## src/rtl/seg_pkg.sv

```systemverilog
// Shared definitions for the seven-segment scan driver: FSM states,
// "all dark" output constants, the hex glyph table and the helper that
// works out which leading digits are zero.
// Configuration macro: SEG_LZ_BLANK_EN (leading-zero suppression, used by seg_scan_driver).
package seg_pkg;

    typedef enum logic {
        SHOW = 1'b0,
        GAP  = 1'b1
    } state_t;

    localparam logic [7:0] DIGIT_OFF = 8'hFF;
    localparam logic [7:0] SEG_OFF   = 8'hFF;

    // Active-low glyphs {g,f,e,d,c,b,a}. The dp bit is added separately by the driver.
    localparam logic [6:0] HEX_TABLE [16] = '{
        7'h40, 7'h79, 7'h24, 7'h30,
        7'h19, 7'h12, 7'h02, 7'h78,
        7'h00, 7'h10, 7'h08, 7'h03,
        7'h46, 7'h21, 7'h06, 7'h0E
    };

    // Bit i is set when nibble i and every nibble above it are zero.
    // Digit 0 is never marked, so a word of zero still shows a single "0".
    function automatic logic [7:0] lzDarkMask(input logic [31:0] word);
        logic [7:0] dark;
        logic       zeroSoFar;
        dark      = 8'h00;
        zeroSoFar = 1'b1;
        for (int i = 7; i >= 1; i--) begin
            if (word[i*4 +: 4] != 4'h0) begin
                zeroSoFar = 1'b0;
            end
            dark[i] = zeroSoFar;
        end
        return dark;
    endfunction

endpackage

```

## src/rtl/hex7seg.sv

```systemverilog
// Combinational hex-digit to seven-segment decoder (active-low, no dp).
module hex7seg
    import seg_pkg::*;
(
    input  logic [3:0] i_nibble,
    output logic [6:0] o_seg
);

    assign o_seg = HEX_TABLE[i_nibble];

endmodule

```

## src/rtl/seg_scan_driver.sv

```systemverilog
// Eight-digit multiplexed seven-segment driver. It shows a 32-bit word as
// hex, inserts a dark gap between digits, and swaps words only at frame
// boundaries so that a frame never shows a mix of two words.
// Configuration macro: SEG_LZ_BLANK_EN. When it is defined, leading zeros
// are suppressed. When it is undefined, all eight digits are always lit.
module seg_scan_driver
    import seg_pkg::*;
#(
    parameter int SCAN_DIV = 50000,
    parameter int GAP_CYC  = 2
) (
    input  logic        CCLK,
    input  logic        rst,
    input  logic [31:0] num,
    input  logic        load,
    input  logic [7:0]  dp_mask,
    input  logic        blank,
    output logic [7:0]  digit,
    output logic [7:0]  segment,
    output logic        frame_done
);

    localparam logic [19:0] SHOW_TC = 20'(SCAN_DIV - 1);
    localparam logic [19:0] GAP_TC  = 20'(GAP_CYC - 1);

    state_t      r_state;
    logic [2:0]  r_idx;
    logic [19:0] r_presc;
    logic [31:0] r_shadow;
    logic [31:0] r_pending;
    logic        r_pendValid;
    logic [7:0]  r_digit;
    logic [7:0]  r_segment;
    logic        r_frameDone;

    state_t      w_stateNext;
    logic [2:0]  w_idxNext;
    logic [19:0] w_prescNext;
    logic        w_termCount;
    logic        w_boundary;
    logic        w_frameEnd;
    logic [31:0] w_shadowNext;
    logic [31:0] w_pendingNext;
    logic        w_pendValidNext;
    logic [3:0]  w_nibble;
    logic [6:0]  w_hexSeg;
    logic [7:0]  w_digitNext;
    logic [7:0]  w_segmentNext;

`ifdef SEG_LZ_BLANK_EN
    logic [7:0]  r_lzDark;
    logic [7:0]  w_lzDarkNext;
`endif

    // Sequencing: advance the prescaler, switch between SHOW and GAP, and
    // decide which word the next frame uses when the boundary is reached.
    always_comb begin
        w_stateNext     = r_state;
        w_idxNext       = r_idx;
        w_prescNext     = r_presc + 20'd1;
        w_boundary      = 1'b0;
        w_frameEnd      = 1'b0;
        w_shadowNext    = r_shadow;
        w_pendingNext   = r_pending;
        w_pendValidNext = r_pendValid;
        w_termCount     = (r_state == SHOW) ? (r_presc == SHOW_TC) : (r_presc == GAP_TC);

        if (w_termCount) begin
            w_prescNext = 20'd0;
            if (r_state == SHOW) begin
                w_stateNext = GAP;
                w_idxNext   = r_idx + 3'd1;
                w_frameEnd  = (r_idx == 3'd7);
            end else begin
                w_stateNext = SHOW;
                w_boundary  = (r_idx == 3'd0);
            end
        end

        if (load) begin
            w_pendingNext   = num;
            w_pendValidNext = 1'b1;
        end

        if (w_boundary) begin
            if (load) begin
                w_shadowNext = num;
            end else if (r_pendValid) begin
                w_shadowNext = r_pending;
            end
            w_pendValidNext = 1'b0;
        end
    end

`ifdef SEG_LZ_BLANK_EN
    assign w_lzDarkNext = w_boundary ? lzDarkMask(w_shadowNext) : r_lzDark;
`endif

    // The outputs are computed from the next-state values. This lets the
    // registered digit and segment lines change on the same edge as the FSM.
    assign w_nibble = w_shadowNext[{w_idxNext, 2'b00} +: 4];

    hex7seg u_hex7seg (
        .i_nibble (w_nibble),
        .o_seg    (w_hexSeg)
    );

    // Drive the anode and cathode patterns for the slot the FSM is about to enter.
    always_comb begin
        w_digitNext   = DIGIT_OFF;
        w_segmentNext = SEG_OFF;
        if (w_stateNext == SHOW) begin
            w_digitNext   = ~(8'b1 << w_idxNext);
            w_segmentNext = {~dp_mask[w_idxNext], w_hexSeg};
`ifdef SEG_LZ_BLANK_EN
            if (w_lzDarkNext[w_idxNext] && !dp_mask[w_idxNext]) begin
                w_digitNext   = DIGIT_OFF;
                w_segmentNext = SEG_OFF;
            end
`endif
        end
        if (blank) begin
            w_digitNext = DIGIT_OFF;
        end
    end

    // FSM state, digit index and prescaler.
    always_ff @(posedge CCLK or posedge rst) begin
        if (rst) begin
            r_state <= GAP;
            r_idx   <= 3'd0;
            r_presc <= 20'd0;
        end else begin
            r_state <= w_stateNext;
            r_idx   <= w_idxNext;
            r_presc <= w_prescNext;
        end
    end

    // Displayed word, pending word and its valid flag.
    always_ff @(posedge CCLK or posedge rst) begin
        if (rst) begin
            r_shadow    <= 32'd0;
            r_pending   <= 32'd0;
            r_pendValid <= 1'b0;
        end else begin
            r_shadow    <= w_shadowNext;
            r_pending   <= w_pendingNext;
            r_pendValid <= w_pendValidNext;
        end
    end

`ifdef SEG_LZ_BLANK_EN
    // The leading-zero mask is frozen with the word at each frame boundary.
    always_ff @(posedge CCLK or posedge rst) begin
        if (rst) begin
            r_lzDark <= 8'h00;
        end else begin
            r_lzDark <= w_lzDarkNext;
        end
    end
`endif

    // Registered outputs, so the board pins see no combinational glitches.
    always_ff @(posedge CCLK or posedge rst) begin
        if (rst) begin
            r_digit     <= DIGIT_OFF;
            r_segment   <= SEG_OFF;
            r_frameDone <= 1'b0;
        end else begin
            r_digit     <= w_digitNext;
            r_segment   <= w_segmentNext;
            r_frameDone <= w_frameEnd;
        end
    end

    assign digit      = r_digit;
    assign segment    = r_segment;
    assign frame_done = r_frameDone;

endmodule
```

## config.mk

```make
export PLATFORM = sky130hd
export DESIGN_NAME = seg_scan_driver
export DESIGN_NICKNAME = d
export VERILOG_FILES = /design/src/rtl/seg_pkg.sv /design/src/rtl/hex7seg.sv /design/src/rtl/seg_scan_driver.sv
export SDC_FILE = /design/constraint.sdc
export NUM_CORES = 1
export LEC_CHECK = 0
export ABC_AREA = 1
export CORE_MARGIN = 5
export CORE_UTILIZATION = 30
export CTS_BUF_LIST = sky130_fd_sc_hd__clkbuf_4 sky130_fd_sc_hd__clkbuf_8
export DETAILED_ROUTE_END_ITERATION = 8
export GPL_ROUTABILITY_DRIVEN = 0
export GPL_TIMING_DRIVEN = 1
export PLACE_DENSITY = 0.52
export SYNTH_ARGS = -nofsm -noshare
export SYNTH_HDL_FRONTEND = slang
export SYNTH_SLANG_ARGS = --single-unit
```

## constraint.sdc

```tcl
create_clock -name CCLK -period 4.3 [get_ports CCLK]
set_input_delay 1.075 -clock CCLK [delete_from_list [all_inputs] [get_ports CCLK]]
set_output_delay 1.075 -clock CCLK [all_outputs]
set_load 0.01 [all_outputs]
```

==> results of run 1 <==
## power by group through the flow
stage,logic [uW],clock network [uW],registers (uW)
after global routing,145,667,1040
final,126,595,1040
after global placement,129,0,1050
after floorplan,60.8,0,1050
after CTS,130,622,1040
after detailed placement,129,0,1050
## flip-flops by register name, summed over array words and instances (netlist names)
name         cells
digit            8
frame_done       1
r_shadow        32
r_state          1
segment          8
r_pending       32
r_idx            3
r_presc         20
r_pendValid      1
## Yosys cell counts (3+ instances only)
cell	count
sky130_fd_sc_hd__nand2_1	292
sky130_fd_sc_hd__dfrtp_1	89
sky130_fd_sc_hd__inv_1	70
sky130_fd_sc_hd__nor2_1	40
sky130_fd_sc_hd__nand3_1	38
sky130_fd_sc_hd__dfstp_2	17
sky130_fd_sc_hd__o21ai_0	15
sky130_fd_sc_hd__nand4_1	13
sky130_fd_sc_hd__inv_2	12
sky130_fd_sc_hd__o21ai_1	11
sky130_fd_sc_hd__ha_1	10
sky130_fd_sc_hd__xor2_1	7
sky130_fd_sc_hd__buf_2	6
sky130_fd_sc_hd__nand2_2	6
sky130_fd_sc_hd__clkbuf_1	5
sky130_fd_sc_hd__nand3_2	4
sky130_fd_sc_hd__nor2_4	4
sky130_fd_sc_hd__a21oi_1	3
sky130_fd_sc_hd__buf_4	3
sky130_fd_sc_hd__nor3_1	3
## cell type report
| type | count | share of cell area |
|---|---|---|
| sequential | 106 | 0.423 |
| inverter | 84 | 0.0507 |
| tap | 225 | 0.0445 |
| clock inverter | 6 | 0.00673 |
| timing repair buffer | 65 | 0.103 |
| multi-input combinational | 468 | 0.350 |
| clock buffer | 10 | 0.0218 |
## worst max-delay path, stage by stage
cell and delay (ns):
sky130_fd_sc_hd__clkdlybuf4s50_1 0.53, sky130_fd_sc_hd__buf_4 0.36, sky130_fd_sc_hd__nand2_1 0.14, sky130_fd_sc_hd__nand2_1 0.11, sky130_fd_sc_hd__nand4_1 0.12, sky130_fd_sc_hd__nand2_1 0.13
sky130_fd_sc_hd__nand3_1 0.11, sky130_fd_sc_hd__nand3_1 0.13, sky130_fd_sc_hd__nor2_1 0.04, sky130_fd_sc_hd__nor2_1 0.22, sky130_fd_sc_hd__ha_1 0.26, sky130_fd_sc_hd__inv_1 0.08
sky130_fd_sc_hd__nand3_1 0.11, sky130_fd_sc_hd__nand3_1 0.09, sky130_fd_sc_hd__nand3_1 0.09
## cell families after synthesis
| group | count (synthesis) |
|---|---|
| and+or+nand+nor | 415 |
| xor gates and xnor gates | 7 |
| DFF | 106 |
| AOI/OAI and AO/OA | 36 |
| buffers and inverters | 98 |
| adders and majority gates | 10 |
## through the flow
| stage | total power [uW] | area, um^2 |
|---|---|---|
| 4_1_cts | 1790 | 6320 |
| 5_1_grt | 1850 | 6320 |
| 3_5_place_dp | 1180 | 6140 |
| 2_1_floorplan | 1110 | 5280 |
| 6_report | 1760 | 6320 |
| 3_3_place_gp | 1180 | 6140 |
## layer usage
metal  vias up  wire, um
li1       2190         -
met2        68      5200
met1      1875      6470
met3        12       493
met4         0       197
met5         -         0
## final timing paths
| kind | end | slack [ns] | cells after the start |
|---|---|---|---|
| setup / recovery | segment[0] | 1.03 | 15 |
| hold / removal | r_pending[30] | 0.48 | 2 |
| setup reg to reg | segment[0] | 1.15 | 18 |
| hold reg to reg | r_pending[30] | 0.48 | 2 |
| max in group asynchronous | digit[4] | 2.35 | 3 |
| min in group asynchronous | r_pending[23] | 1.18 | 2 |
==> metrics.txt, run 1 <==
# TYPE chip_impl_metric gauge
chip_impl_info{name="status",value="finished, final reports clean"} 1
chip_impl_metric{name="detail_route.vias_per_cell",unit=""} 4.30
chip_impl_metric{name="post-cts-setup-buffers",unit=""} 0
chip_impl_metric{name="number_of_antenna_violations_at_the_first_check_in_global_routing",unit=""} 0
chip_impl_metric{name="finalCoreUtilization",unit=""} 0.365
chip_impl_metric{name="die-area",unit="um^2"} 20300
chip_impl_metric{name="grtUsageTotal",unit=""} 0.130
chip_impl_metric{name="finalSetupViolations",unit=""} 0
chip_impl_metric{name="maxSlewViolCount",unit=""} 0
chip_impl_metric{name="synth_edf_count",unit=""} 0
chip_impl_metric{name="route.antenna.remaining_nets",unit=""} 0
chip_impl_metric{name="avgSynthCellArea",unit="um^2"} 7.85
chip_impl_metric{name="timing.hold.ws",unit="ns"} 0.477
chip_impl_metric{name="filler_cell_count",unit=""} 1830
chip_impl_metric{name="final_layout_size_suffix_gt1_frac",unit=""} 0.108
chip_impl_metric{name="synth_largest_type_area_fraction",unit=""} 0.422
chip_impl_metric{name="setup_tns",unit="ns"} 0
chip_impl_metric{name="layout_overhead_on_the_synthesized_area",unit="%"} 19.8
chip_impl_metric{name="maxCapViolations",unit=""} 0
chip_impl_metric{name="initial_utilization",unit=""} 0.305
chip_impl_metric{name="power.static_leakage",unit="uW"} 0.00322
chip_impl_metric{name="ys_types",unit=""} 36
chip_impl_metric{name="multiInputGateArea",unit="um^2"} 2210
chip_impl_metric{name="cts.sinks",unit=""} 106
chip_impl_metric{name="proportion_of_synthesized_flip_flops_having_asynchronous_set_or_reset",unit=""} 1.00
chip_impl_metric{name="syn_nets",unit=""} 726
chip_impl_info{name="layout_commonest_cell",value="sky130_fd_sc_hd__nand2_1"} 1
chip_impl_metric{name="post_cts_resize_count",unit=""} 0
chip_impl_metric{name="synth-xor-area-share",unit=""} 0.0116
chip_impl_metric{name="fp.dieH",unit="um"} 143
chip_impl_metric{name="synth_area_in_compound_gates",unit=""} 0.0408
chip_impl_metric{name="internal-power",unit="uW"} 1320
chip_impl_metric{name="largest_net_degree_at_the_start_of_global_routing",unit=""} 58
chip_impl_info{name="hold_start",value="r_pending[30]"} 1
chip_impl_metric{name="drt_wirelength",unit="um"} 12400
chip_impl_metric{name="seq_area_frac_synth",unit=""} 0.507
chip_impl_metric{name="vias",unit=""} 4145
chip_impl_metric{name="drc",unit=""} 0
chip_impl_metric{name="groute.layer.met1.usage",unit=""} 0.190
chip_impl_metric{name="count_of_hold_fix_buffers_inserted_at_cts",unit=""} 0
chip_impl_info{name="busiest_layer_in_global_routing",value="met2"} 1
chip_impl_info{name="cp-end-kind",value="flip-flop"} 1
chip_impl_metric{name="critical_path_required",unit="ns"} 4.62
chip_impl_info{name="grt_setup_unrepaired",value="false"} 1
chip_impl_metric{name="post_synthesis_register_bit_count",unit=""} 106
chip_impl_metric{name="path_clk_slew",unit="ns"} 0.10
chip_impl_metric{name="slew_at_the_pin_with_the_worst_max_slew_slack",unit="ns"} 0.731
chip_impl_metric{name="worst_slew_margin_rel",unit=""} 0.512
chip_impl_info{name="crit_type",value="in -> reg"} 1
chip_impl_metric{name="final-hold-violation-count",unit=""} 0
chip_impl_metric{name="post_synth_instance_area",unit="um^2"} 5280
chip_impl_metric{name="netlist_instances",unit=""} 672
chip_impl_metric{name="cts-htree-levels",unit=""} 3
chip_impl_info{name="ys.flop_type",value="sky130_fd_sc_hd__dfrtp_1"} 1
chip_impl_info{name="synth_largest_area_cell",value="sky130_fd_sc_hd__dfrtp_1"} 1
chip_impl_metric{name="floorplan_core_area",unit="um^2"} 17300
chip_impl_metric{name="peakVddDrop",unit="mV"} 0.132
chip_impl_info{name="ys_top_cells_by_area",value="sky130_fd_sc_hd__dfrtp_1 (42%), sky130_fd_sc_hd__nand2_1 (21%), sky130_fd_sc_hd__dfstp_2 (8.5%)"} 1
chip_impl_metric{name="globalRouteOverflowTotal",unit=""} 0
chip_impl_metric{name="layout_setup_ws",unit="ns"} 1.03
chip_impl_metric{name="p_seq_frac",unit=""} 0.590
chip_impl_metric{name="insertion_delay",unit="ns"} 0.38
chip_impl_metric{name="number_of_buffer_cells_added_on_primary_ports",unit=""} 60
chip_impl_metric{name="global_route.usage.met2",unit=""} 0.191
chip_impl_metric{name="critical_path.max_fanout",unit=""} 32
chip_impl_metric{name="synthMuxAreaShare",unit=""} 0
chip_impl_metric{name="final-seq-area",unit="um^2"} 2670
chip_impl_info{name="crit_path_start",value="load"} 1
chip_impl_metric{name="dr.first_iter.drc_count",unit=""} 271
chip_impl_info{name="ctsRootBufferMaster",value="sky130_fd_sc_hd__clkbuf_8"} 1
chip_impl_metric{name="pwr-share-clk",unit=""} 0.339
chip_impl_metric{name="numCtsBuffers",unit=""} 9
chip_impl_metric{name="net-switching-power",unit="uW"} 440
chip_impl_info{name="holdCritPathClass",value="reg -> reg"} 1
chip_impl_metric{name="pre_cts_ws",unit="ns"} 0.653
chip_impl_metric{name="p_per_area",unit="nW/um^2"} 278
chip_impl_metric{name="cts-root-to-sink-buffers",unit=""} 2
chip_impl_metric{name="fp.dieW",unit="um"} 143
chip_impl_metric{name="placedCellCount",unit=""} 948
chip_impl_metric{name="worst_clock_skew",unit="ns"} 0.0167
chip_impl_metric{name="final-instance-count-excl-fill",unit=""} 964
chip_impl_metric{name="synth-simple-area-share",unit=""} 0.343
chip_impl_metric{name="final_worst_path_period_share",unit=""} 0.761
chip_impl_metric{name="grt_first_pass_wirelength",unit="um"} 21100
chip_impl_metric{name="timing.final.crit_period",unit="ns"} 3.27
chip_impl_info{name="crit_path_start_kind",value="primary input"} 1
chip_impl_metric{name="comb_pwr_share",unit=""} 0.072
chip_impl_info{name="main_combinational_cell_family_by_area_after_synthesis",value="simple AND/OR/NAND/NOR gates"} 1
chip_impl_metric{name="ys.warnings.count",unit=""} 0
chip_impl_metric{name="swShare",unit=""} 0.251
chip_impl_metric{name="insertedDiodeCount",unit=""} 0
chip_impl_info{name="regToRegStartpoint",value="r_presc[12]"} 1
chip_impl_metric{name="arrival",unit="ns"} 3.59
chip_impl_metric{name="core.rowCount",unit=""} 48
chip_impl_metric{name="fmax",unit="MHz"} 306
chip_impl_metric{name="nets",unit=""} 788
chip_impl_info{name="mostFrequentLayoutCells",value="sky130_fd_sc_hd__nand2_1 (292), sky130_fd_sc_hd__dfrtp_1 (89), sky130_fd_sc_hd__inv_1 (69), sky130_fd_sc_hd__clkdlybuf4s50_1 (60), sky130_fd_sc_hd__nor2_1 (40)"} 1
chip_impl_metric{name="half_perimeter_wire_length_of_the_detailed_placement_result",unit="um"} 8850
chip_impl_metric{name="grt_pass1_vias",unit=""} 4167
chip_impl_metric{name="drt_pass_1_iters",unit=""} 5
chip_impl_metric{name="post_drt_wl_per_cell",unit="um"} 12.8
chip_impl_info{name="cts_tree",value="done"} 1
chip_impl_metric{name="synth_adder_area_share",unit=""} 0.0237
chip_impl_metric{name="grt.met3_usage",unit=""} 0.0244
chip_impl_metric{name="floorplan.io_pins",unit=""} 61
Note: power is estimated with default switching activity, not from simulation.
==> run 2, diff against run 1 <==
--- a/config.mk
+++ b/config.mk
@@ -12,7 +12,7 @@
 export DETAILED_ROUTE_END_ITERATION = 8
 export GPL_ROUTABILITY_DRIVEN = 0
 export GPL_TIMING_DRIVEN = 1
-export PLACE_DENSITY = 0.52
+export PLACE_DENSITY = 0.54
 export SYNTH_ARGS = -nofsm -noshare
 export SYNTH_HDL_FRONTEND = slang
 export SYNTH_SLANG_ARGS = --single-unit
==> constraint.sdc (replaced) <==
create_clock -name CCLK -period 2.71 [get_ports CCLK]
set_input_delay 0.6775 -clock CCLK [delete_from_list [all_inputs] [get_ports CCLK]]
set_output_delay 0.6775 -clock CCLK [all_outputs]
set_load 0.01 [all_outputs]
==> run 2 against run 1 <==
  * Non-clock buffer count increased by 73
  * Global-route usage increased by 0.091 points
  * Cell count increased by 7.5%
  * Sequential share of layout area decreased by 5.2 points
  * Critical path depth unchanged
  * Via count increased by 7.4%
  * Critical endpoint is now segment[1]
  * Worst hold slack improved by 0.0026 ns
  * Clock-buffer cell count decreased by 1
  * Clock skew decreased by 0.00059 ns
  * Power increased by 58%
  * Routed wire length increased by 6.7%
  * Combinational power increased by 71%
==> metrics.txt, run 2 (synthesis gave the netlist of run 1 again) <==
# TYPE chip_impl_metric gauge
chip_impl_metric{name="fmax",unit="MHz"} 383
chip_impl_metric{name="slew_at_the_pin_with_the_worst_max_slew_slack",unit="ns"} 0.457
chip_impl_metric{name="grt_pass1_vias",unit=""} 4295
chip_impl_info{name="hold_start",value="r_pending[28]"} 1
chip_impl_metric{name="cts-root-to-sink-buffers",unit=""} 2
chip_impl_metric{name="finalSetupViolations",unit=""} 0
chip_impl_metric{name="dr.first_iter.drc_count",unit=""} 253
chip_impl_metric{name="final-hold-violation-count",unit=""} 0
chip_impl_metric{name="number_of_antenna_violations_at_the_first_check_in_global_routing",unit=""} 0
chip_impl_metric{name="largest_net_degree_at_the_start_of_global_routing",unit=""} 47
chip_impl_metric{name="path_clk_slew",unit="ns"} 0.11
chip_impl_metric{name="fp.dieW",unit="um"} 143
chip_impl_metric{name="setup_tns",unit="ns"} 0
chip_impl_info{name="cp-end-kind",value="flip-flop"} 1
chip_impl_metric{name="nets",unit=""} 861
chip_impl_metric{name="slowest_delay",unit="ns"} 0.58
chip_impl_metric{name="timing.final.crit_period",unit="ns"} 2.61
chip_impl_metric{name="arrival",unit="ns"} 2.94
chip_impl_metric{name="whs_path_depth",unit=""} 2
chip_impl_metric{name="filler_cell_count",unit=""} 1788
chip_impl_metric{name="insertion_delay",unit="ns"} 0.39
chip_impl_metric{name="fp.dieH",unit="um"} 143
chip_impl_metric{name="pwr-share-clk",unit=""} 0.332
chip_impl_metric{name="p_per_area",unit="nW/um^2"} 386
chip_impl_metric{name="route.antenna.remaining_nets",unit=""} 0
chip_impl_metric{name="peakVddDrop",unit="mV"} 0.201
chip_impl_metric{name="floorplan_core_area",unit="um^2"} 17300
chip_impl_metric{name="cts-htree-levels",unit=""} 3
chip_impl_info{name="status",value="finished, final reports clean"} 1
chip_impl_metric{name="worst_clock_skew",unit="ns"} 0.0161
chip_impl_metric{name="drc",unit=""} 0
chip_impl_info{name="cts_tree",value="done"} 1
chip_impl_metric{name="vias",unit=""} 4452
chip_impl_metric{name="grt_first_pass_wirelength",unit="um"} 21300
chip_impl_metric{name="floorplan.io_pins",unit=""} 61
chip_impl_metric{name="layout_overhead_on_the_synthesized_area",unit="%"} 36.4
chip_impl_metric{name="number_of_buffer_cells_added_on_primary_ports",unit=""} 60
chip_impl_metric{name="grtUsageTotal",unit=""} 0.130
chip_impl_metric{name="critical_path.max_fanout",unit=""} 6
chip_impl_metric{name="count_of_hold_fix_buffers_inserted_at_cts",unit=""} 0
chip_impl_info{name="crit_type",value="reg -> reg"} 1
chip_impl_info{name="mostFrequentLayoutCells",value="sky130_fd_sc_hd__nand2_1 (264), sky130_fd_sc_hd__dfrtp_1 (89), sky130_fd_sc_hd__inv_1 (65), sky130_fd_sc_hd__buf_4 (65), sky130_fd_sc_hd__clkdlybuf4s50_1 (60)"} 1
chip_impl_metric{name="final_layout_size_suffix_gt1_frac",unit=""} 0.255
chip_impl_metric{name="internal-power",unit="uW"} 2080
chip_impl_info{name="largestRegisters",value="r_pending x32, r_shadow x32, r_presc x20"} 1
chip_impl_info{name="ctsRootBufferMaster",value="sky130_fd_sc_hd__clkbuf_8"} 1
chip_impl_metric{name="globalRouteOverflowTotal",unit=""} 0
chip_impl_metric{name="power.static_leakage",unit="uW"} 0.00363
chip_impl_metric{name="critical_path_required",unit="ns"} 3.04
chip_impl_metric{name="worst_slew_margin_rel",unit=""} 0.694
chip_impl_info{name="critical-path-slowest-cell",value="sky130_fd_sc_hd__dfstp_2"} 1
chip_impl_info{name="layout_commonest_cell",value="sky130_fd_sc_hd__nand2_1"} 1
chip_impl_metric{name="core.rowCount",unit=""} 48
chip_impl_metric{name="numCtsBuffers",unit=""} 9
chip_impl_metric{name="insertedDiodeCount",unit=""} 0
chip_impl_info{name="grt_setup_unrepaired",value="true"} 1
chip_impl_info{name="hold_path_end",value="r_pending[28]"} 1
chip_impl_metric{name="maxSlewViolCount",unit=""} 0
chip_impl_metric{name="maxCapViolations",unit=""} 0
chip_impl_metric{name="drt_wirelength",unit="um"} 13200
chip_impl_info{name="holdCritPathClass",value="reg -> reg"} 1
chip_impl_info{name="crit-reg2reg-capture",value="segment[1]"} 1
chip_impl_metric{name="cts.sinks",unit=""} 106
chip_impl_metric{name="swShare",unit=""} 0.254
chip_impl_metric{name="half_perimeter_wire_length_of_the_detailed_placement_result",unit="um"} 9340
chip_impl_metric{name="comb_pwr_share",unit=""} 0.077
chip_impl_metric{name="die-area",unit="um^2"} 20300
chip_impl_metric{name="net-switching-power",unit="uW"} 706
chip_impl_info{name="crit_path_start_kind",value="flip-flop"} 1
chip_impl_metric{name="r2r_setup_slack",unit="ns"} 0.1
chip_impl_metric{name="p_seq_frac",unit=""} 0.591
chip_impl_metric{name="initial_utilization",unit=""} 0.305
chip_impl_metric{name="finalCoreUtilization",unit=""} 0.416
chip_impl_info{name="regToRegStartpoint",value="r_state"} 1
chip_impl_metric{name="timing.reg2reg.worst_path_depth",unit=""} 15
chip_impl_metric{name="detail_route.vias_per_cell",unit=""} 4.30
chip_impl_metric{name="final_worst_path_period_share",unit=""} 0.964
chip_impl_metric{name="drt_pass_1_iters",unit=""} 4
chip_impl_info{name="cp_cell_sequence",value="clkinvlp_4, nor2_4, nor2_8, nand4_1, nand2_8, buf_4, o21ai_0, nand2_1, nand3_2, nand2_4, ha_4, nand3_2, nor2_1, nor2_1, nand2_1"} 1
chip_impl_metric{name="post_drt_wl_per_cell",unit="um"} 12.7
[run 2: layout make-up]
cell class	instances	area (um^2)	area share
flip-flops and latches	106	2670	0.371
multi-input cells	468	2450	0.340
clock inverters	6	50.0	0.00695
inverters	84	335	0.0466
repair buffers	138	1290	0.179
clock buffers	9	124	0.0172
well taps	225	282	0.0391
[run 2: through the flow]
step	worst slack, ns	hold slack, ns	std cells	total power (uW)	instance area [um^2]
floorplan	0.147	0.433	672	1770	5280
global placement	-0.345	0.452	987	1890	6470
detailed placement	-0.353	0.455	987	1890	6470
CTS	0.000995	0.479	1002	2830	6660
global route	-0.0701	0.495	1036	2920	7200
finish	0.0966	0.480	1036	2780	7200
[run 2: layer usage]
layer  wire length, um  track usage  part of all wire  vias to the layer above
met2              5910        0.201              0.45                       67
li1                  -            -                 -                     2352
met3               568       0.0238             0.043                       19
met4               261       0.0510             0.020                        0
met5                 0            0                 0                        -
met1              6450        0.182              0.49                     2014
[run 2: how the worst max path moves through the flow]
stage                           start    endpoint  slack (ns)  cells past startpoint
final                         r_state  segment[1]         0.1                     15
after CTS                 r_presc[12]  segment[2]       0.001                     21
after floorplan                  load  segment[5]        0.15                     18
after detailed placement         load  segment[2]       -0.35                     19
after global routing       r_presc[6]  segment[4]       -0.07                     19
after global placement           load  segment[2]       -0.34                     19
[run 2: repair_timing]
item / in CTS / in global routing
resized for setup: 2 / 84
endpoints found under the setup margin: 6 / 7
buffers inserted: 0 / 34
cloned: 0 / 1
pin swaps: 1 / 45
[run 2: critical path: cells and delay by family (launching register included)]
kind	cells	cell delay, ns
DFF	1	0.58
AOI/OAI and AO/OA	1	0.15
buffers and inverters	2	0.32
adders and majority gates	1	0.29
and+or+nand+nor	11	1.21
[run 2: power by group through the flow]
stage / registers [uW] / clock network [uW] / logic (uW)
floorplan: 1670 / 0 / 96.9
global placement: 1670 / 0 / 219
detailed placement: 1670 / 0 / 218
CTS: 1640 / 966 / 220
global route: 1650 / 1030 / 248
finish: 1640 / 922 / 215
==> run 3, diff against run 2 <==
--- a/config.mk
+++ b/config.mk
@@ -9,6 +9,7 @@
 export CORE_MARGIN = 5
 export CORE_UTILIZATION = 30
 export CTS_BUF_LIST = sky130_fd_sc_hd__clkbuf_4 sky130_fd_sc_hd__clkbuf_8
+export CTS_CLUSTER_DIAMETER = 30
 export DETAILED_ROUTE_END_ITERATION = 8
 export GPL_ROUTABILITY_DRIVEN = 0
 export GPL_TIMING_DRIVEN = 1
==> results of run 3 <==
The final DEF is identical to that of run 2; final timing and power are the same.
